<file path="config.mk">
export PLATFORM = sky130hd
export DESIGN_NAME = multicycle_control
export DESIGN_NICKNAME = d
export VERILOG_FILES = /design/src/rtl/multicycle_control.sv
export SDC_FILE = /design/constraint.sdc
export NUM_CORES = 1
export LEC_CHECK = 0
export ABC_AREA = 1
export BUFFER_PORTS_ARGS = -buffer_cell sky130_fd_sc_hd__buf_2
export CORE_MARGIN = 2
export CORE_UTILIZATION = 42
export DETAILED_ROUTE_END_ITERATION = 16
export PLACE_DENSITY = 0.72
export SYNTH_ARGS = -nofsm -noshare
export SYNTH_HDL_FRONTEND = slang
export SYNTH_SLANG_ARGS = --single-unit
</file>
<file path="constraint.sdc">
create_clock -name clk -period 0.9 [get_ports clk]
set_input_delay 0.135 -clock clk [delete_from_list [all_inputs] [get_ports clk]]
set_output_delay 0.135 -clock clk [all_outputs]
set_load 0.01 [all_outputs]
</file>
<file path="src/rtl/multicycle_control.sv">
// Multicycle CPU control FSM: FETCH/DECODE/EXEC/MEM/WB(/TRAP) sequencing with memory wait timeout.
// Latency: ALU/SW 4 cycles, BEQ 3, LW 5 (zero-wait memory); outputs are combinational from state/op_q.
// Backpressure: mem_req held in FETCH/MEM until mem_ready or MEM_TIMEOUT wait cycles (mem_err pulse).
//
// Ports:
//   clk, rst_n (async active-low), opcode, eq_out, mem_ready  -- inputs
//   mem_req, ir_we, pc_we, ADD, NAND, PASS1, EQ, we_reg, we_mem, BR, mem_err, illegal, state -- outputs
// Optional feature: define CTRL_ILLEGAL_TRAP_EN to trap illegal opcodes in TRAP until reset.
module multicycle_control #(
    parameter int OPCODE_W    = 3,
    parameter int MEM_TIMEOUT = 15
) (
    input  logic                clk,
    input  logic                rst_n,
    input  logic [OPCODE_W-1:0] opcode,
    input  logic                eq_out,
    input  logic                mem_ready,
    output logic                mem_req,
    output logic                ir_we,
    output logic                pc_we,
    output logic                ADD,
    output logic                NAND,
    output logic                PASS1,
    output logic                EQ,
    output logic                we_reg,
    output logic                we_mem,
    output logic                BR,
    output logic                mem_err,
    output logic                illegal,
    output logic [2:0]          state
);

    localparam logic [2:0] S_FETCH  = 3'd0;
    localparam logic [2:0] S_DECODE = 3'd1;
    localparam logic [2:0] S_EXEC   = 3'd2;
    localparam logic [2:0] S_MEM    = 3'd3;
    localparam logic [2:0] S_WB     = 3'd4;
    localparam logic [2:0] S_TRAP   = 3'd5;

    localparam logic [OPCODE_W-1:0] OP_ADD   = OPCODE_W'(0);
    localparam logic [OPCODE_W-1:0] OP_NAND  = OPCODE_W'(1);
    localparam logic [OPCODE_W-1:0] OP_PASS1 = OPCODE_W'(2);
    localparam logic [OPCODE_W-1:0] OP_BEQ   = OPCODE_W'(3);
    localparam logic [OPCODE_W-1:0] OP_SW    = OPCODE_W'(4);
    localparam logic [OPCODE_W-1:0] OP_LW    = OPCODE_W'(5);

    localparam int               CNT_W  = (MEM_TIMEOUT > 1) ? $clog2(MEM_TIMEOUT + 1) : 1;
    localparam logic [CNT_W-1:0] TMO    = CNT_W'(MEM_TIMEOUT);
    localparam logic             TMO_EN = (MEM_TIMEOUT != 0);

    logic [2:0]          r_state;
    logic [OPCODE_W-1:0] r_op_q;
    logic [CNT_W-1:0]    r_cnt;

    logic [2:0]          w_state_nxt;
    logic                w_mem_req;
    logic                w_timeout;

    assign w_mem_req = (r_state == S_FETCH) || (r_state == S_MEM);
    // mem_ready in the timeout cycle wins: it is a completion, not an error.
    assign w_timeout = TMO_EN && w_mem_req && !mem_ready && (r_cnt == TMO);

    always_comb begin
        w_state_nxt = r_state;
        case (r_state)
            S_FETCH: begin
                if (mem_ready)      w_state_nxt = S_DECODE;
                else if (w_timeout) w_state_nxt = S_FETCH;   // retry the fetch
            end
            S_DECODE: w_state_nxt = S_EXEC;
            S_EXEC: begin
                case (r_op_q)
                    OP_ADD, OP_NAND, OP_PASS1: w_state_nxt = S_WB;
                    OP_BEQ:                    w_state_nxt = S_FETCH;
                    OP_SW, OP_LW:              w_state_nxt = S_MEM;
`ifdef CTRL_ILLEGAL_TRAP_EN
                    default:                   w_state_nxt = S_TRAP;
`else
                    default:                   w_state_nxt = S_FETCH;
`endif
                endcase
            end
            S_MEM: begin
                if (mem_ready)      w_state_nxt = (r_op_q == OP_SW) ? S_FETCH : S_WB;
                else if (w_timeout) w_state_nxt = S_FETCH;   // abandon access, no WB
            end
            S_WB: w_state_nxt = S_FETCH;
`ifdef CTRL_ILLEGAL_TRAP_EN
            S_TRAP: w_state_nxt = S_TRAP;
`endif
            default: w_state_nxt = S_FETCH;
        endcase
    end

    always_ff @(posedge clk or negedge rst_n) begin
        if (!rst_n) begin
            r_state <= S_FETCH;
            r_op_q  <= '0;
            r_cnt   <= '0;
        end else begin
            r_state <= w_state_nxt;
            if (r_state == S_DECODE) begin
                r_op_q <= opcode;
            end
            // A FETCH retry keeps the state code, so the timeout also clears the count.
            if ((w_state_nxt != r_state) || w_timeout) begin
                r_cnt <= '0;
            end else if (w_mem_req && !mem_ready && (r_cnt != TMO)) begin
                r_cnt <= r_cnt + CNT_W'(1);
            end
        end
    end

    // Outputs are gated by rst_n so everything, including mem_req, drops the
    // moment reset asserts rather than at the next clock.
    always_comb begin
        mem_req = 1'b0;
        ir_we   = 1'b0;
        pc_we   = 1'b0;
        ADD     = 1'b0;
        NAND    = 1'b0;
        PASS1   = 1'b0;
        EQ      = 1'b0;
        we_reg  = 1'b0;
        we_mem  = 1'b0;
        BR      = 1'b0;
        mem_err = 1'b0;
        illegal = 1'b0;
        state   = rst_n ? r_state : S_FETCH;
        if (rst_n) begin
            case (r_state)
                S_FETCH: begin
                    mem_req = 1'b1;
                    ir_we   = mem_ready;
                    pc_we   = mem_ready;
                    mem_err = w_timeout;
                end
                S_EXEC: begin
                    case (r_op_q)
                        OP_ADD:   ADD   = 1'b1;
                        OP_NAND:  NAND  = 1'b1;
                        OP_PASS1: PASS1 = 1'b1;
                        OP_BEQ: begin
                            EQ    = 1'b1;
                            BR    = eq_out;
                            pc_we = eq_out;
                        end
                        OP_SW, OP_LW: ;
                        default: begin
`ifdef CTRL_ILLEGAL_TRAP_EN
                            illegal = 1'b1;
`endif
                        end
                    endcase
                end
                S_MEM: begin
                    mem_req = 1'b1;
                    we_mem  = (r_op_q == OP_SW);
                    mem_err = w_timeout;
                end
                S_WB: begin
                    we_reg = 1'b1;
                    ADD    = (r_op_q == OP_ADD);
                    NAND   = (r_op_q == OP_NAND);
                    PASS1  = (r_op_q == OP_PASS1);
                end
`ifdef CTRL_ILLEGAL_TRAP_EN
                S_TRAP: illegal = 1'b1;
`endif
                default: ;
            endcase
        end
    end

endmodule

</file>
### Word-level counts from Yosys, hierarchy flattened

Cells that the tools add are included.

| storage, ports and cells | value |
|---|---|
| register bits after elaboration | 10 |
| bits in latches | 0 |
| memory bits (writable) | 0 |
| ROM bits | 0 |
| bits of input ports | 7 |
| logic and storage cells | 64 |
| memories | 0 |

| cells by class | value |
|---|---|
| add/sub/neg operators | 1 |
| $mul | 0 |
| div/mod/pow operators | 0 |
| $lt $le $gt $ge | 0 |
| equality and inequality tests | 12 |
| shift-type cells | 0 |
| muxes and demuxes | 36 |
| bitwise logic cells | 0 |
| reductions and logical operators | 12 |

Operators by type and width:

| kind | count |
|---|---|
| $mux W1 | 23 |
| $mux W3 | 5 |
| $eq A3 B2 Y1 const B | 4 |
| $pmux W3 S4 | 1 |
| $eq A3 B3 Y1 const B | 3 |
| $mux W4 | 2 |
| $pmux W1 S2 | 4 |
| $eq A3 B1 Y1 const B | 2 |
| $logic_not A3 Y1 | 2 |
| $pmux W3 S2 | 1 |
| $add A4 B1 Y4 const B | 1 |
| $eq A4 B4 Y1 const B | 1 |
| $ne A4 B4 Y1 const B | 1 |
| $reduce_or A2 Y1 | 2 |
| $logic_and A1 B1 Y1 | 3 |
| $ne A3 B3 Y1 | 1 |
| $reduce_or A3 Y1 | 1 |
| $logic_or A1 B1 Y1 | 2 |
| $reduce_bool A2 Y1 | 1 |
| $logic_not A1 Y1 | 1 |

### Longest topological paths before layout

| depth | value |
|---|---|
| depth in word-level cells | 10 |
| depth in mapped cells | 5 |
| mapped depth without buffers | 5 |

### Worst setup path after synthesis

OpenSTA, ideal clock, no wires.

| timing | value |
|---|---|
| kind | register to output |
| start | reg r_state[0] |
| end | out mem_err |
| arrival | 961 ps |
| data required time | 765 ps |
| setup slack | -196 ps |
| stages on the path, launching flop included | 6 |
| path buffers | 0 |
| cells stage by stage | dfrtp_1 > nor2_1 > nand2_1 > nand2_2 > nand3_1 > nor2_1 |

| between the ends | value |
|---|---|
| cells in the longest elaborated chain, start to end | 6 |

RTL lines:

| element | line | RTL |
|---|---|---|
| start: declaration | 51 | `logic [2:0] r_state;` |
| start signal: assignment | 101 | `r_state <= w_state_nxt;` |
| $eq A3 B2 Y1 or $logic_not A3 Y1 (tied branches) | 59, 131 |  |
| $logic_or A1 B1 Y1 | 59 | `assign w_mem_req = (r_state == S_FETCH) \|\| (r_state == S_MEM);` |
| $logic_and A1 B1 Y1 (2 in series) | 61 | `assign w_timeout = TMO_EN && w_mem_req && !mem_ready && (r_cnt == TMO);` |
| $mux W1 (*) | 131 | `case (r_state)` |
| $mux W1 (*) | 130 | `if (rst_n) begin` |
| end: declaration | 28 | `output logic mem_err,` |

Mark *: on every way between the ends. The rest lies on a longest branch, timed or not.

### Final worst setup path

| timing | value |
|---|---|
| start | reg r_state[2] |
| end | out state[2] |

| between the ends | value |
|---|---|
| cells in the longest elaborated chain, start to end | 1 |

RTL lines:

| element | line | RTL |
|---|---|---|
| $mux W3 | 129 | `state = rst_n ? r_state : S_FETCH;` |
| end: declaration | 30 | `output logic [2:0] state` |

No other way between the ends.

==> flow_summary.yaml <==
status:
  outcome: "finished, violations left"
  failed_checks: "negative setup slack"
sta:
  drv_slew: 0
  finalSetupViolations: 24
  max_freq_mhz: 647.7
  fin_crit_sh: 1.715
  rsz0062_at_grt: "yes"
  fin_ws_ps: -643.9
  finalHoldViolCount: 0
  timing.final.crit_period_ps: 1544
  fin_skew_ps: 13.92
worst_setup_path:
  crit_fanout: 4
  slowest_delay_ps: 470
  endpoint_kind: "primary output"
  cp_slowest_cell: "dfrtp_2"
  worstPathRequired_ps: 760
  reg2reg_to: "r_state[2]$_DFF_PN0_"
  start_kind: "register"
  crit_path_end: "state[2]"
  crit_top_cell: "buf_4"
  cpLargestDelayFamily: "buffers and inverters"
  crit_type: "reg -> out"
  crit_arrival_ps: 1410
  critical_path.startpoint: "r_state[2]$_DFF_PN0_"
  path_cells: "buf_4, buf_4, buf_6, nand2_1, inv_1, buf_2"
  rr_startpoint: "r_state[2]$_DFF_PN0_"
  worstRegToRegCells: 8
  crit_cells: 6
  ff2ff_setup_slack_ps: -490
  crit_buf_inv: 5
power:
  leakage_nw: 0.6982
  pwr-share-comb: 0.658
  peakVddDrop_uv: 2086
  clkPwrFrac: 0.117
  p_sw_frac: 0.4334
  p_int_mw: 2.076
  cellPowerDensity_nw_per_um2: 3010
  seqPwrFrac: 0.225
  p_switching_mw: 1.588
final_layout:
  finish.utilization: 0.9128
  syn_to_final_growth_pct: 98.57
  final_common_cell: "buf_4"
  seq_area_sq_um: 254.0
  layout_common_cells: "buf_4 (32), buf_2 (19), inv_1 (10), nand2_1 (9)"
  layout-drive-gt1-share: 0.6887
  fin_nets: 160
  fillers: 55
  antennaDiodeCount: 0
  multi_input_area_sq_um: 417.9
place:
  hpwl_mm: 1.264
  pre_cts_ws_ps: -328.1
  portBuffers: 20
  place_congestion: 0.8868
synth:
  syn-num-nets: 97
  yosysUniqueCellTypes: 16
  yosys.area_share.adder: 0.02041
  syn-mean-instance-area_sq_um: 6.889
  yosysSeqAreaShare: 0.4082
  synth.cell_area_sq_um: 613.1
  synthCells: 89
  synth_compound_area_frac: 0.04898
  synth_top_family_by_area: "simple AND/OR/NAND/NOR gates"
  yosysWarningCount: 0
  synth_mux_area_frac: 0
  ys_ff_latch: 10
  synth_xor_area_frac: 0.01429
  yosys.area_share.simple: 0.3857
min_path:
  hp-class: "in -> reg"
  whs_path_depth: 3
routing:
  viasPerCell: 5.596
  finalWirelength_mm: 3.009
  wire_per_inst_um: 18.13
  antenna_left: 0
  drc: 0
  drt-pass1-iter-count: 4
  drtIter0Drc: 46
  dr_total_vias: 929
clock_network:
  cts_made_buffers: 3
  clk_latency_ps: 280
  h-tree-depth: 1
  cts_tree: "done"
  clk_pin_slew_ps: 80
  root_buffer: "clkbuf_4"
  clock_sinks: 10
  clockBufferDepth: 2
global_route:
  overflow: 0
  grt_max_degree: 11
  grt_pass1_wl_mm: 3.450
  first_global_vias: 789
  grt.total_usage: 0.2637
  antenna_found_initial: 0
die:
  die_area_sq_um: 1781
  ios: 22
  die_y_um: 42.21
  initial_core_util: 0.4597
  fp-row-count: 13
  coreArea_sq_um: 1334
  die_x_um: 42.21
flow_run:
  cap_violations: 0
worst register-to-register path, stage by stage (launching register included):
cell	delay, ps
dfrtp_2	470
buf_4	160
nor2_2	140
buf_4	130
buf_4	100
buf_4	100
buf_4	100
nand3_1	60
nand2_1	80
power by group through the flow:
stage / clock (mW) / sequential [mW] / combinational, mW
2_1_floorplan: 0 / 0.760 / 0.722
3_3_place_gp: 0 / 0.766 / 1.42
3_5_place_dp: 0 / 0.786 / 1.45
4_1_cts: 0.414 / 0.814 / 1.85
5_1_grt: 0.454 / 0.829 / 2.52
6_report: 0.430 / 0.824 / 2.41
registers in the layout, summed over array words and instances, names as in the netlist:
register  cells
r_cnt         4
r_op_q        3
r_state       3
layer usage:
metal	GRT usage	up-vias	routed length (um)
met2	0.4738	69	1495
met1	0.2880	432	1102
met5	0	-	0
met4	0.1688	0	216
li1	-	402	-
met3	0.03017	26	194
worst min path at each step:
stage | from | endpoint | slack, ps
global route | opcode[0] | r_op_q[0]$_DFFE_PN0P_ | 100
CTS | opcode[0] | r_op_q[0]$_DFFE_PN0P_ | 110
global placement | rst_n | r_state[2]$_DFF_PN0_ | 120
finish | opcode[0] | r_op_q[0]$_DFFE_PN0P_ | 100
detailed placement | rst_n | r_state[2]$_DFF_PN0_ | 110
floorplan | rst_n | r_cnt[0]$_DFFE_PN0P_ | -160
repair_timing:
action / CTS / global route
setup buffers: 8 / 9
gates resized for setup: 20 / 13
pin swaps: 5 / 10
endpoints found under the hold margin: 10 / 0
hold buffers: 1 / 0
setup endpoints to repair: 24 / 34
area by class of cell:
cell class | count | share of cell area
Inverter | 17 | 0.05242
Tap cell | 15 | 0.01542
Timing Repair Buffer | 59 | 0.3505
Multi-Input combinational cell | 61 | 0.3433
Sequential cell | 10 | 0.2086
Clock buffer | 4 | 0.02980
Yosys cell counts:
library cell | count | area share
buf_4 | 1 | 0.012
a21oi_1 | 5 | 0.041
conb_1 | 1 | 0.0061
xnor2_1 | 1 | 0.014
nand3_2 | 3 | 0.049
nand4_1 | 1 | 0.010
inv_1 | 16 | 0.098
dfrtp_1 | 10 | 0.41
nand2_1 | 15 | 0.092
ha_1 | 1 | 0.020
nand2_2 | 1 | 0.010
o21ai_0 | 1 | 0.0082
nor2_1 | 18 | 0.11
nor3_1 | 2 | 0.016
inv_2 | 1 | 0.0061
nand3_1 | 12 | 0.098
per-stage QoR:
step	cell area, sq um	power (mW)	hold slack (ps)	std cells	setup TNS [ps]
6_report	1217	3.664	98.18	166	-11360
2_1_floorplan	660.6	1.483	-160.6	89	-1199
4_1_cts	1110	3.081	112.3	157	-8893
5_1_grt	1217	3.799	104.1	166	-12170
3_5_place_dp	929.6	2.236	115.0	144	-5290
3_3_place_gp	929.6	2.187	115.5	144	-4342
cell families after synthesis:
| logic type | after synthesis |
|---|---|
| simple gates | 52 |
| buf+inv | 18 |
| flops | 10 |
| compound gates | 6 |
| xor+xnor | 1 |
| fa+ha+maj | 1 |
| other cells | 1 |
No activity file was read; power rests on OpenSTA's default activity.
